File: config.mk
export PLATFORM = sky130hd
export DESIGN_NAME = mme_word_unpacker
export DESIGN_NICKNAME = d
export VERILOG_FILES = /design/src/rtl/mme_word_unpacker.sv
export SDC_FILE = /design/constraint.sdc
export NUM_CORES = 1
export LEC_CHECK = 0
export ABC_CLOCK_PERIOD_IN_PS = 3800
export BUFFER_PORTS_ARGS = -buffer_cell sky130_fd_sc_hd__buf_4
export CORE_MARGIN = 2
export CORE_UTILIZATION = 30
export DETAILED_ROUTE_END_ITERATION = 10
export PLACE_DENSITY = 0.51
export SLEW_MARGIN = 20
export SYNTH_ARGS = -nofsm -noshare
export SYNTH_HDL_FRONTEND = slang
export SYNTH_SLANG_ARGS = --single-unit
File: constraint.sdc
create_clock -name clk -period 3.8 [get_ports clk]
set_input_delay 0.76 -clock clk [delete_from_list [all_inputs] [get_ports clk]]
set_output_delay 0.76 -clock clk [all_outputs]
set_load 0.005 [all_outputs]
File: src/rtl/mme_word_unpacker.sv
// Word-to-element unpacker: pops FIFO words and streams them as ELEM_WIDTH lanes, LSB lane first.
// One burst of len_i words per start_i, with zero-bubble word reload when the FIFO stays non-empty.
module mme_word_unpacker #(
    parameter int DATA_WIDTH = 32,
    parameter int ELEM_WIDTH = 8,
    parameter int CNT_WIDTH  = 16
) (
    input  logic                  clk,
    input  logic                  rst,
    input  logic                  start_i,
    input  logic [CNT_WIDTH-1:0]  len_i,
    output logic                  busy_o,
    output logic                  done_o,
    input  logic                  fifo_empty_i,
    output logic                  fifo_rden_o,
    input  logic [DATA_WIDTH-1:0] fifo_rdata_i,
    output logic                  elem_valid_o,
    input  logic                  elem_ready_i,
    output logic [ELEM_WIDTH-1:0] elem_data_o,
    output logic                  elem_last_o
);

    localparam int LANES  = DATA_WIDTH / ELEM_WIDTH;
    localparam int LANE_W = $clog2(LANES);
    localparam logic [LANE_W-1:0] LAST_LANE = LANE_W'(LANES - 1);

    typedef enum logic [1:0] {
        S_IDLE,
        S_FETCH,
        S_SHIFT,
        S_DONE
    } state_t;

    state_t                state_q, state_d;
    logic [CNT_WIDTH-1:0]  len_q, len_d;
    logic [CNT_WIDTH-1:0]  word_cnt_q, word_cnt_d;
    logic [LANE_W-1:0]     lane_q, lane_d;
    logic [DATA_WIDTH-1:0] shreg_q, shreg_d;

    logic last_lane;
    logic last_word;

    assign last_lane = (lane_q == LAST_LANE);
    // len_q is never zero outside IDLE/DONE, so len_q-1 cannot wrap where it matters
    assign last_word = (word_cnt_q == (len_q - CNT_WIDTH'(1)));

    always_ff @(posedge clk) begin
        if (rst) begin
            state_q    <= S_IDLE;
            len_q      <= '0;
            word_cnt_q <= '0;
            lane_q     <= '0;
            shreg_q    <= '0;
        end else begin
            state_q    <= state_d;
            len_q      <= len_d;
            word_cnt_q <= word_cnt_d;
            lane_q     <= lane_d;
            shreg_q    <= shreg_d;
        end
    end

    always_comb begin
        state_d      = state_q;
        len_d        = len_q;
        word_cnt_d   = word_cnt_q;
        lane_d       = lane_q;
        shreg_d      = shreg_q;
        fifo_rden_o  = 1'b0;
        elem_valid_o = 1'b0;
        done_o       = 1'b0;

        case (state_q)
            S_IDLE: begin
                if (start_i) begin
                    len_d      = len_i;
                    word_cnt_d = '0;
                    state_d    = (len_i != '0) ? S_FETCH : S_DONE;
                end
            end
            S_FETCH: begin
                if (!fifo_empty_i) begin
                    fifo_rden_o = 1'b1;
                    shreg_d     = fifo_rdata_i;
                    lane_d      = '0;
                    state_d     = S_SHIFT;
                end
            end
            S_SHIFT: begin
                elem_valid_o = 1'b1;
                if (elem_ready_i) begin
                    if (last_lane) begin
                        word_cnt_d = word_cnt_q + CNT_WIDTH'(1);
                        if (last_word) begin
                            state_d = S_DONE;
                        end else if (!fifo_empty_i) begin
                            // Reload in the same cycle as the final lane handshake
                            fifo_rden_o = 1'b1;
                            shreg_d     = fifo_rdata_i;
                            lane_d      = '0;
                        end else begin
                            state_d = S_FETCH;
                        end
                    end else begin
                        shreg_d = shreg_q >> ELEM_WIDTH;
                        lane_d  = lane_q + LANE_W'(1);
                    end
                end
            end
            S_DONE: begin
                done_o  = 1'b1;
                state_d = S_IDLE;
            end
            default: begin
                state_d = S_IDLE;
            end
        endcase
    end

    assign busy_o      = (state_q != S_IDLE);
    assign elem_data_o = (state_q == S_SHIFT) ? shreg_q[ELEM_WIDTH-1:0] : '0;
    assign elem_last_o = (state_q == S_SHIFT) && last_lane && last_word;

endmodule

==> out/metrics.cfg, run 1 <==
[outcome]
outcome=finished with violations
failed_checks=negative setup slack

[placement]
io_buffers=65
gp_congestion=0.858
dp_hpwl_mm=7.94
pre_cts_ws_ps=36.2

[logic_synthesis]
synthesis.area_um2=3950
synth_top_cell_by_area=dfxtp_1
yosysSeqAreaShare_pct=34.4
synth.distinct_cells=44
ys_warn_count=0
ys.flop_type=dfxtp_1
synthTopCellsByArea=dfxtp_1, nand2_1, mux2i_1
synth.avg_cell_area_um2=7.75
synthArstFlopShare_pct=0
synth_cells=510
synthesis.nets=570
yosysTopAreaCellShare_pct=34.4
synth-edff-count=0
yosys_register_bits=68

[sta]
layout_setup_ws_ps=-152
drv_slew=0
slew_headroom_pct=57.8
max_freq_mhz=253
grt_setup_unrepaired=true
tightest_slew_ps=634
period_share_pct=104
clock_skew_ps=8.22
final_hold_viol_count=0
final.setup.tns_ps=-268
finalSetupViolations=2
post-route-min-period_ps=3950

[routing]
routed_wl_mm=11.7
drt_iter0_drc=216
drc=0
via_count=3862
viasPerCell=5.14
first_pass_iters=5
ant_nets=0
wire_per_inst_um=15.5

[power]
p_seq_share_pct=31.2
power_leakage_uw=0.00198
sw_frac_of_total_pct=37.1
p_comb_share_pct=40.1
peakVddDrop_uv=244
p_int_uw=1820
clkPwrFrac_pct=28.7
switching_power_uw=1080
power.total_uw=2900
power_density_nw_per_um2=570

[cts]
clock_latency_ps=340
root_buffer=clkbuf_16
cts_sinks=68
clk_pin_slew_ps=50
ctsHoldBuffers=0
clockBufferDepth=2
cts_buffers=9
cts_tree=yes
cts_max_level=3

[floorplan]
io_pins=66
die_y_um=119
initial_core_util_pct=31.1
dieArea_um2=14100
coreArea_um2=12700
num_rows=41
die_width_um=119

[global_routing]
grt-ovfl-total=0
grt.total_usage_pct=16.7
antenna_found_initial=0
grt_max_degree=55
grt_pass1_vias=3788
grt_pass1_wl_mm=18.8

[run]
cap_violations=0

[setup_path]
crit_type=reg -> out
worstPathRequired_ps=3040
arrival_ps=3190
endpoint_kind=output port
cp-start-kind=flip-flop
cp_max_fo=3

[finish]
nets=635
antennaDiodeCount=0
mostFrequentLayoutCells=buf_4, nand2_1, dfxtp_1
fillCellCount=1326
syn2layout_area_growth_pct=28.9
final_layout_size_suffix_gt1_share_pct=20.9
final_common_cell=buf_4

[worst_hold_path]
hold_path.class=reg -> reg

==> through the flow <==
step | cells | utilization [%] | instance area (um2) | hold WS, ps
global placement | 731 | 36.7 | 4670 | 448
detailed placement | 731 | 36.7 | 4670 | 452
CTS | 751 | 40.0 | 5090 | 469
finish | 751 | 40.0 | 5090 | 463
global route | 751 | 40.0 | 5090 | 478
floorplan | 510 | - | 3950 | 432
==> registers in the layout (all words and copies together) (netlist names) <==
register,count
state_q,2
shreg_q,32
len_q,16
lane_q,2
word_cnt_q,16
==> synth_stat cells, types with 2 or more instances <==
library cell	number
a211o_1	2
a211oi_1	3
a21oi_1	46
a31oi_1	2
and2_1	10
and3_1	8
buf_1	8
clkbuf_1	25
dfxtp_1	68
ha_1	7
inv_1	7
mux2i_1	26
nand2_1	72
nand2b_1	11
nand3_1	31
nand4_1	4
nand4b_1	2
nor2_1	26
nor2b_1	3
nor3_1	11
nor3b_1	4
nor4_1	8
o21ai_0	47
o21ai_1	9
o2bb2ai_1	8
or2_2	2
or3_1	5
or4_1	4
or4_4	3
xnor2_1	18
xor2_1	17
==> power by group through the flow <==
stage | registers (uW) | clock network, uW | logic, uW
2_1_floorplan | 892 | 0 | 722
3_5_place_dp | 918 | 0 | 1060
6_report | 905 | 833 | 1160
4_1_cts | 904 | 858 | 1160
5_1_grt | 919 | 890 | 1290
3_3_place_gp | 915 | 0 | 1040
==> cell families (layout without fill, tap and decap cells) <==
group	after synthesis	count (layout)	synth area share [%]
xor gates and xnor gates	35	35	7.75
AOI/OAI and AO/OA	128	128	19.2
and+or+nand+nor	205	205	25.7
DFF	68	68	34.4
adders and majority gates	7	7	2.22
muxes	27	27	6.87
buffers and inverters	40	109	3.80
==> worst paths after layout <==
path | startpoint | to | slack (ps) | cells past startpoint
setup / recovery | len_q[7]$_SDFFE_PP0P_ | elem_last_o | -150 | 8
hold / removal | shreg_q[26]$_SDFFE_PP0P_ | shreg_q[26]$_SDFFE_PP0P_ | 460 | 1
setup reg to reg | len_q[4]$_SDFFE_PP0P_ | shreg_q[27]$_SDFFE_PP0P_ | 310 | 10
hold reg to reg | shreg_q[26]$_SDFFE_PP0P_ | shreg_q[26]$_SDFFE_PP0P_ | 460 | 1
==> critical path: stages, from the launching register on <==
cell and delay, ps:
dfxtp_4 340, or4_4 560, or3_4 400, or4_4 460
xnor2_4 160, or2_4 270, or4_4 450, nor2_4 120
buf_6 100
==> cell type report <==
type	count	area (um2)	area share, %
tap	172	215	4.22
inverter	7	26.3	0.516
multi-input combinational	402	2520	49.5
clock inverter	5	52.6	1.03
timing repair buffer	87	673	13.2
clock buffer	10	239	4.69
sequential	68	1370	26.8
==> metal layers <==
metal / up-vias / wire, um / track usage, %
met5: - / 0 / 0
met4: 0 / 176 / 5.51
met3: 12 / 514 / 4.68
met2: 73 / 5890 / 29.3
met1: 1846 / 5070 / 19.4
li1: 1931 / - / -
==> what timing repair did <==
action | in CTS | in global routing
buffers inserted | 5 | 0
setup endpoints to repair | 2 | 2
pin swaps | 8 | 2
gates resized for setup | 15 | 2
Note: power is estimated with default switching activity, not from simulation.
==> run 2: changes to the inputs <==
--- a/config.mk
+++ b/config.mk
@@ -6,7 +6,7 @@
 export NUM_CORES = 1
 export LEC_CHECK = 0
 export ABC_CLOCK_PERIOD_IN_PS = 3800
-export BUFFER_PORTS_ARGS = -buffer_cell sky130_fd_sc_hd__buf_4
+export BUFFER_PORTS_ARGS = -buffer_cell sky130_fd_sc_hd__buf_2
 export CORE_MARGIN = 2
 export CORE_UTILIZATION = 30
 export DETAILED_ROUTE_END_ITERATION = 10
==> run 2 against run 1 <==
The flow still finishes with violations (negative setup slack). Core utilization is 1.8 points lower. First-iteration DRC count down 8.3%. Critical path depth is the same. Sequential cell count is the same. Routed wire length shrank 2.0%. Die area is the same. Critical path type unchanged. Critical endpoint unchanged. Highest routed layer unchanged.
==> out/metrics.cfg, run 2 (synthesis gave the netlist of run 1 again) <==
[finish]
syn2layout_area_growth_pct=23.0
top_register=shreg_q
fin_area_um2=4860
mostFrequentLayoutCells=nand2_1, dfxtp_1, buf_2
antennaDiodeCount=0
final_layout_size_suffix_gt1_share_pct=20.1
final_common_cell=nand2_1
reg_top3=shreg_q: 32 flops, len_q: 16 flops, word_cnt_q: 16 flops
layoutNonFillerInstCount=744
largest_reg_flops=32
nets=630
fin_util_pct=38.2

[cts]
clockBufferDepth=2
cts_tree=yes
root_buffer=clkbuf_16
cts_sinks=68
cts_max_level=3
cts_setup_buffers=0
cts_buffers=9
clock_latency_ps=340
clk_pin_slew_ps=50

[setup_path]
crit_slowest_cell=or4_4
critical-path-top-delay-family=simple AND/OR/NAND/NOR gates
path_buf_inv=1
arrival_ps=3190
endpoint_kind=output port
crit_chain=or4_4, or3_4, or4_4, xnor2_2, or2_4, or4_4, nor2_4, buf_2
worstPathRequired_ps=3040
crit_top_cell=or4_4
crit_type=reg -> out
cp-start-kind=flip-flop
cp_max_fo=4
slowest_delay_ps=570

[worst_hold_path]
hold_path.class=reg -> reg

[placement]
dpl_cell_area_um2=4510
dp_hpwl_mm=7.96
placed_cells=731
gp_congestion=0.872
io_buffers=65

[sta]
post-route-min-period_ps=3950
clock_skew_ps=7.19
fin_hold_ws_ps=469
slew_headroom_pct=58.3
period_share_pct=104
final.setup.tns_ps=-209
tightest_slew_ps=625
finalSetupViolations=2
drv_slew=0
layout_setup_ws_ps=-147
grt_setup_unrepaired=true
final_hold_viol_count=0
max_freq_mhz=253

[routing]
drc=0
via_count=3843
routed_wl_mm=11.4
drt_iter0_drc=198
ant_nets=0
first_pass_iters=4
viasPerCell=5.17
wire_per_inst_um=15.3

[global_routing]
antenna_found_initial=0
grt.total_usage_pct=16.8
grt-ovfl-total=0
grt_max_degree=50
grt_pass1_vias=3871
grt_pass1_wl_mm=19.1

[floorplan]
initial_core_util_pct=31.1
io_pins=66
dieArea_um2=14100
die_y_um=119
die_width_um=119
num_rows=41
coreArea_um2=12700

[outcome]
failed_checks=negative setup slack
outcome=finished with violations

[power]
power_leakage_uw=0.00191
power_density_nw_per_um2=582
peakVddDrop_uv=306

[run]
cap_violations=0

## run 2: changes by cell type in the layout (fill, tap and decap cells not counted), sizes merged
cell and change:
buf -5, bufinv +1, clkinvlp -1, clkinv -2
## run 2: worst paths after layout
path                                  from                       end  slack (ps)  cells after the start
hold / removal    shreg_q[26]$_SDFFE_PP0P_  shreg_q[26]$_SDFFE_PP0P_         470                      1
setup reg to reg     len_q[4]$_SDFFE_PP0P_  shreg_q[27]$_SDFFE_PP0P_         400                      9
hold reg to reg   shreg_q[26]$_SDFFE_PP0P_  shreg_q[26]$_SDFFE_PP0P_         470                      1
setup / recovery     len_q[4]$_SDFFE_PP0P_               elem_last_o        -150                      8
## run 2: timing repair
item,4_1_cts,5_1_grt
setup endpoints to repair,2,2
pin swaps,3,1
hold buffers,0,0
gates resized for setup,8,6
## run 2: power by group
part           total (uW)  internal (uW)  leakage (uW)  switching (uW)
Combinational        1060            408       0.00121             651
Sequential            904            817      0.000553            87.0
Clock                 866            562      0.000144             304
## run 2: final cells by class
cell class                 count  area, um2
timing repair buffer          82        453
sequential                    68       1360
clock buffer                  10        229
multi-input combinational    402       2510
clock inverter                 3       65.1
tap                          172        215
inverter                       7       26.3
fill                        1381       7860
## run 2: per-stage QoR
step | worst slack, ps | total power (uW)
5_1_grt | -234 | 3010
2_1_floorplan | 355 | 1610
6_report | -147 | 2830
3_5_place_dp | 118 | 1930
3_3_place_gp | 103 | 1910
4_1_cts | -139 | 2830
## run 2: per-layer routing
metal | up-vias | part of all wire, % | routed length [um] | track usage (%)
li1 | 1914 | - | - | -
met1 | 1831 | 44 | 5040 | 20.5
met2 | 85 | 49 | 5640 | 28.7
met3 | 13 | 4.8 | 543 | 5.07
met4 | 0 | 1.6 | 182 | 4.76
met5 | - | 0 | 0 | 0
==> run 3: changes to the inputs <==
--- a/config.mk
+++ b/config.mk
@@ -5,12 +5,13 @@
 export SDC_FILE = /design/constraint.sdc
 export NUM_CORES = 1
 export LEC_CHECK = 0
-export ABC_CLOCK_PERIOD_IN_PS = 3800
 export BUFFER_PORTS_ARGS = -buffer_cell sky130_fd_sc_hd__buf_2
 export CORE_MARGIN = 2
 export CORE_UTILIZATION = 30
 export DETAILED_ROUTE_END_ITERATION = 10
+export HOLD_SLACK_MARGIN = 0.1
 export PLACE_DENSITY = 0.51
+export RECOVER_POWER = 100
 export SLEW_MARGIN = 20
 export SYNTH_ARGS = -nofsm -noshare
 export SYNTH_HDL_FRONTEND = slang
==> run 3 against run 2 <==
Via count is 0.62% lower. Sequential cell count stayed put. Clock skew hardly changed. Sequential share of layout area hardly changed. The run still ends with negative setup slack left. Core utilization hardly changed. Register-to-register slack hardly changed.
==> out/metrics.cfg, run 3 (synthesis gave the netlist of run 1 again) <==
[global_routing]
grt-ovfl-total=0
grt_max_degree=50
grt_pass1_vias=3871
grt.total_usage_pct=16.8
antenna_found_initial=0
grt_pass1_wl_mm=19.1

[finish]
fillCellCount=1382
largest_reg_flops=32
seqCellArea_um2=1360
syn2layout_area_growth_pct=22.9
final_common_cell=nand2_1
fin_area_um2=4860
antennaDiodeCount=0
final_layout_size_suffix_gt1_share_pct=20.1
reg_top3=shreg_q: 32 flops, len_q: 16 flops, word_cnt_q: 16 flops
nets=630
mostFrequentLayoutCells=nand2_1, dfxtp_1, buf_2
top_register=shreg_q
multi_input_area_um2=2510
layoutNonFillerInstCount=744

[outcome]
failed_checks=negative setup slack
outcome=finished with violations

[floorplan]
num_rows=41
die_y_um=119
io_pins=66
die_width_um=119
dieArea_um2=14100
coreArea_um2=12700
initial_core_util_pct=31.1

[setup_path]
cp-start-kind=flip-flop
endpoint_kind=output port
arrival_ps=3190
worstPathRequired_ps=3040
worstRegToRegCells=9
cp_max_fo=4
crit_type=reg -> out

[routing]
drt_iter0_drc=188
wire_per_inst_um=15.2
ant_nets=0
via_count=3819
routed_wl_mm=11.3
viasPerCell=5.13
drc=0
first_pass_iters=5

[placement]
pre_cts_ws_ps=118
io_buffers=65
placed_cells=731
dpl_cell_area_um2=4510
dp_hpwl_mm=7.96
gp_congestion=0.872

[cts]
clock_latency_ps=340
cts_tree=yes
ctsHoldBuffers=0
cts_sinks=68
clockBufferDepth=2
clk_pin_slew_ps=50
cts_buffers=9
cts_max_level=3
root_buffer=clkbuf_16

[sta]
tightest_slew_ps=741
finalSetupViolations=2
drv_slew=0
slew_headroom_pct=50.6
final.setup.tns_ps=-211
post-route-min-period_ps=3950
grt_setup_unrepaired=true
max_freq_mhz=253
clock_skew_ps=7.66
final_hold_viol_count=0
layout_setup_ws_ps=-150
period_share_pct=104
fin_hold_ws_ps=471

[power]
p_int_uw=1780
power_leakage_uw=0.00190
p_seq_share_pct=32.1
power_density_nw_per_um2=580
p_comb_share_pct=37.3
switching_power_uw=1040
clkPwrFrac_pct=30.6
sw_frac_of_total_pct=36.7
peakVddDrop_uv=305

[worst_hold_path]
hold_path.class=reg -> reg
worstHoldPathCells=1

[run]
cap_violations=0

-- run 3: cell count changes in the layout (fill, tap and decap cells not counted) --
cell / previous run / this run
and2_0: 0 / 2
o21ai_0: 47 / 52
o21ai_1: 9 / 4
and2_1: 10 / 8
buf_4: 17 / 16
clkbuf_2: 0 / 1
-- run 3: final cells by class --
class                           count  share of cell area, %
Clock buffer                       10                   4.71
Clock inverter                      3                   1.34
Inverter                            7                  0.541
Multi-Input combinational cell    402                   51.7
Sequential cell                    68                   28.1
Tap cell                          172                   4.43
Timing Repair Buffer               82                   9.27
-- run 3: what timing repair did --
item / in CTS / in global routing
pin swaps: 3 / 1
gates resized for setup: 8 / 6
buffers inserted: 0 / 0
setup endpoints to repair: 2 / 2
-- run 3: final timing paths --
check	startpoint	endpoint	slack (ps)
max	len_q[4]$_SDFFE_PP0P_	elem_last_o	-150
min reg2reg	shreg_q[26]$_SDFFE_PP0P_	shreg_q[26]$_SDFFE_PP0P_	470
max reg2reg	len_q[4]$_SDFFE_PP0P_	shreg_q[27]$_SDFFE_PP0P_	400
min	shreg_q[26]$_SDFFE_PP0P_	shreg_q[26]$_SDFFE_PP0P_	470
-- run 3: power groups by stage --
stage / sequential (uW) / combinational (uW) / clock, uW
floorplan: 892 / 722 / 0
detailed placement: 916 / 1010 / 0
CTS: 903 / 1040 / 887
global route: 919 / 1170 / 913
global placement: 913 / 1000 / 0
finish: 905 / 1050 / 864
-- run 3: metrics by stage --
step	power, uW	util, %
after global placement	1910	35.5
after floorplan	1610	-
final	2820	38.2
after detailed placement	1930	35.5
after global routing	3010	38.2
after CTS	2830	38.0
-- run 3: critical path, stage by stage, from the launching register on --
cell	delay (ps)
dfxtp_1	310
or4_4	570
or3_4	420
or4_4	440
xnor2_2	160
or2_4	270
or4_4	450
nor2_4	120
buf_2	120
-- run 3: layer usage --
metal / share of wire [%] / global-route usage (%)
met5: 0 / 0
met4: 1.6 / 4.76
met3: 4.6 / 5.07
met2: 50 / 28.7
met1: 44 / 20.5
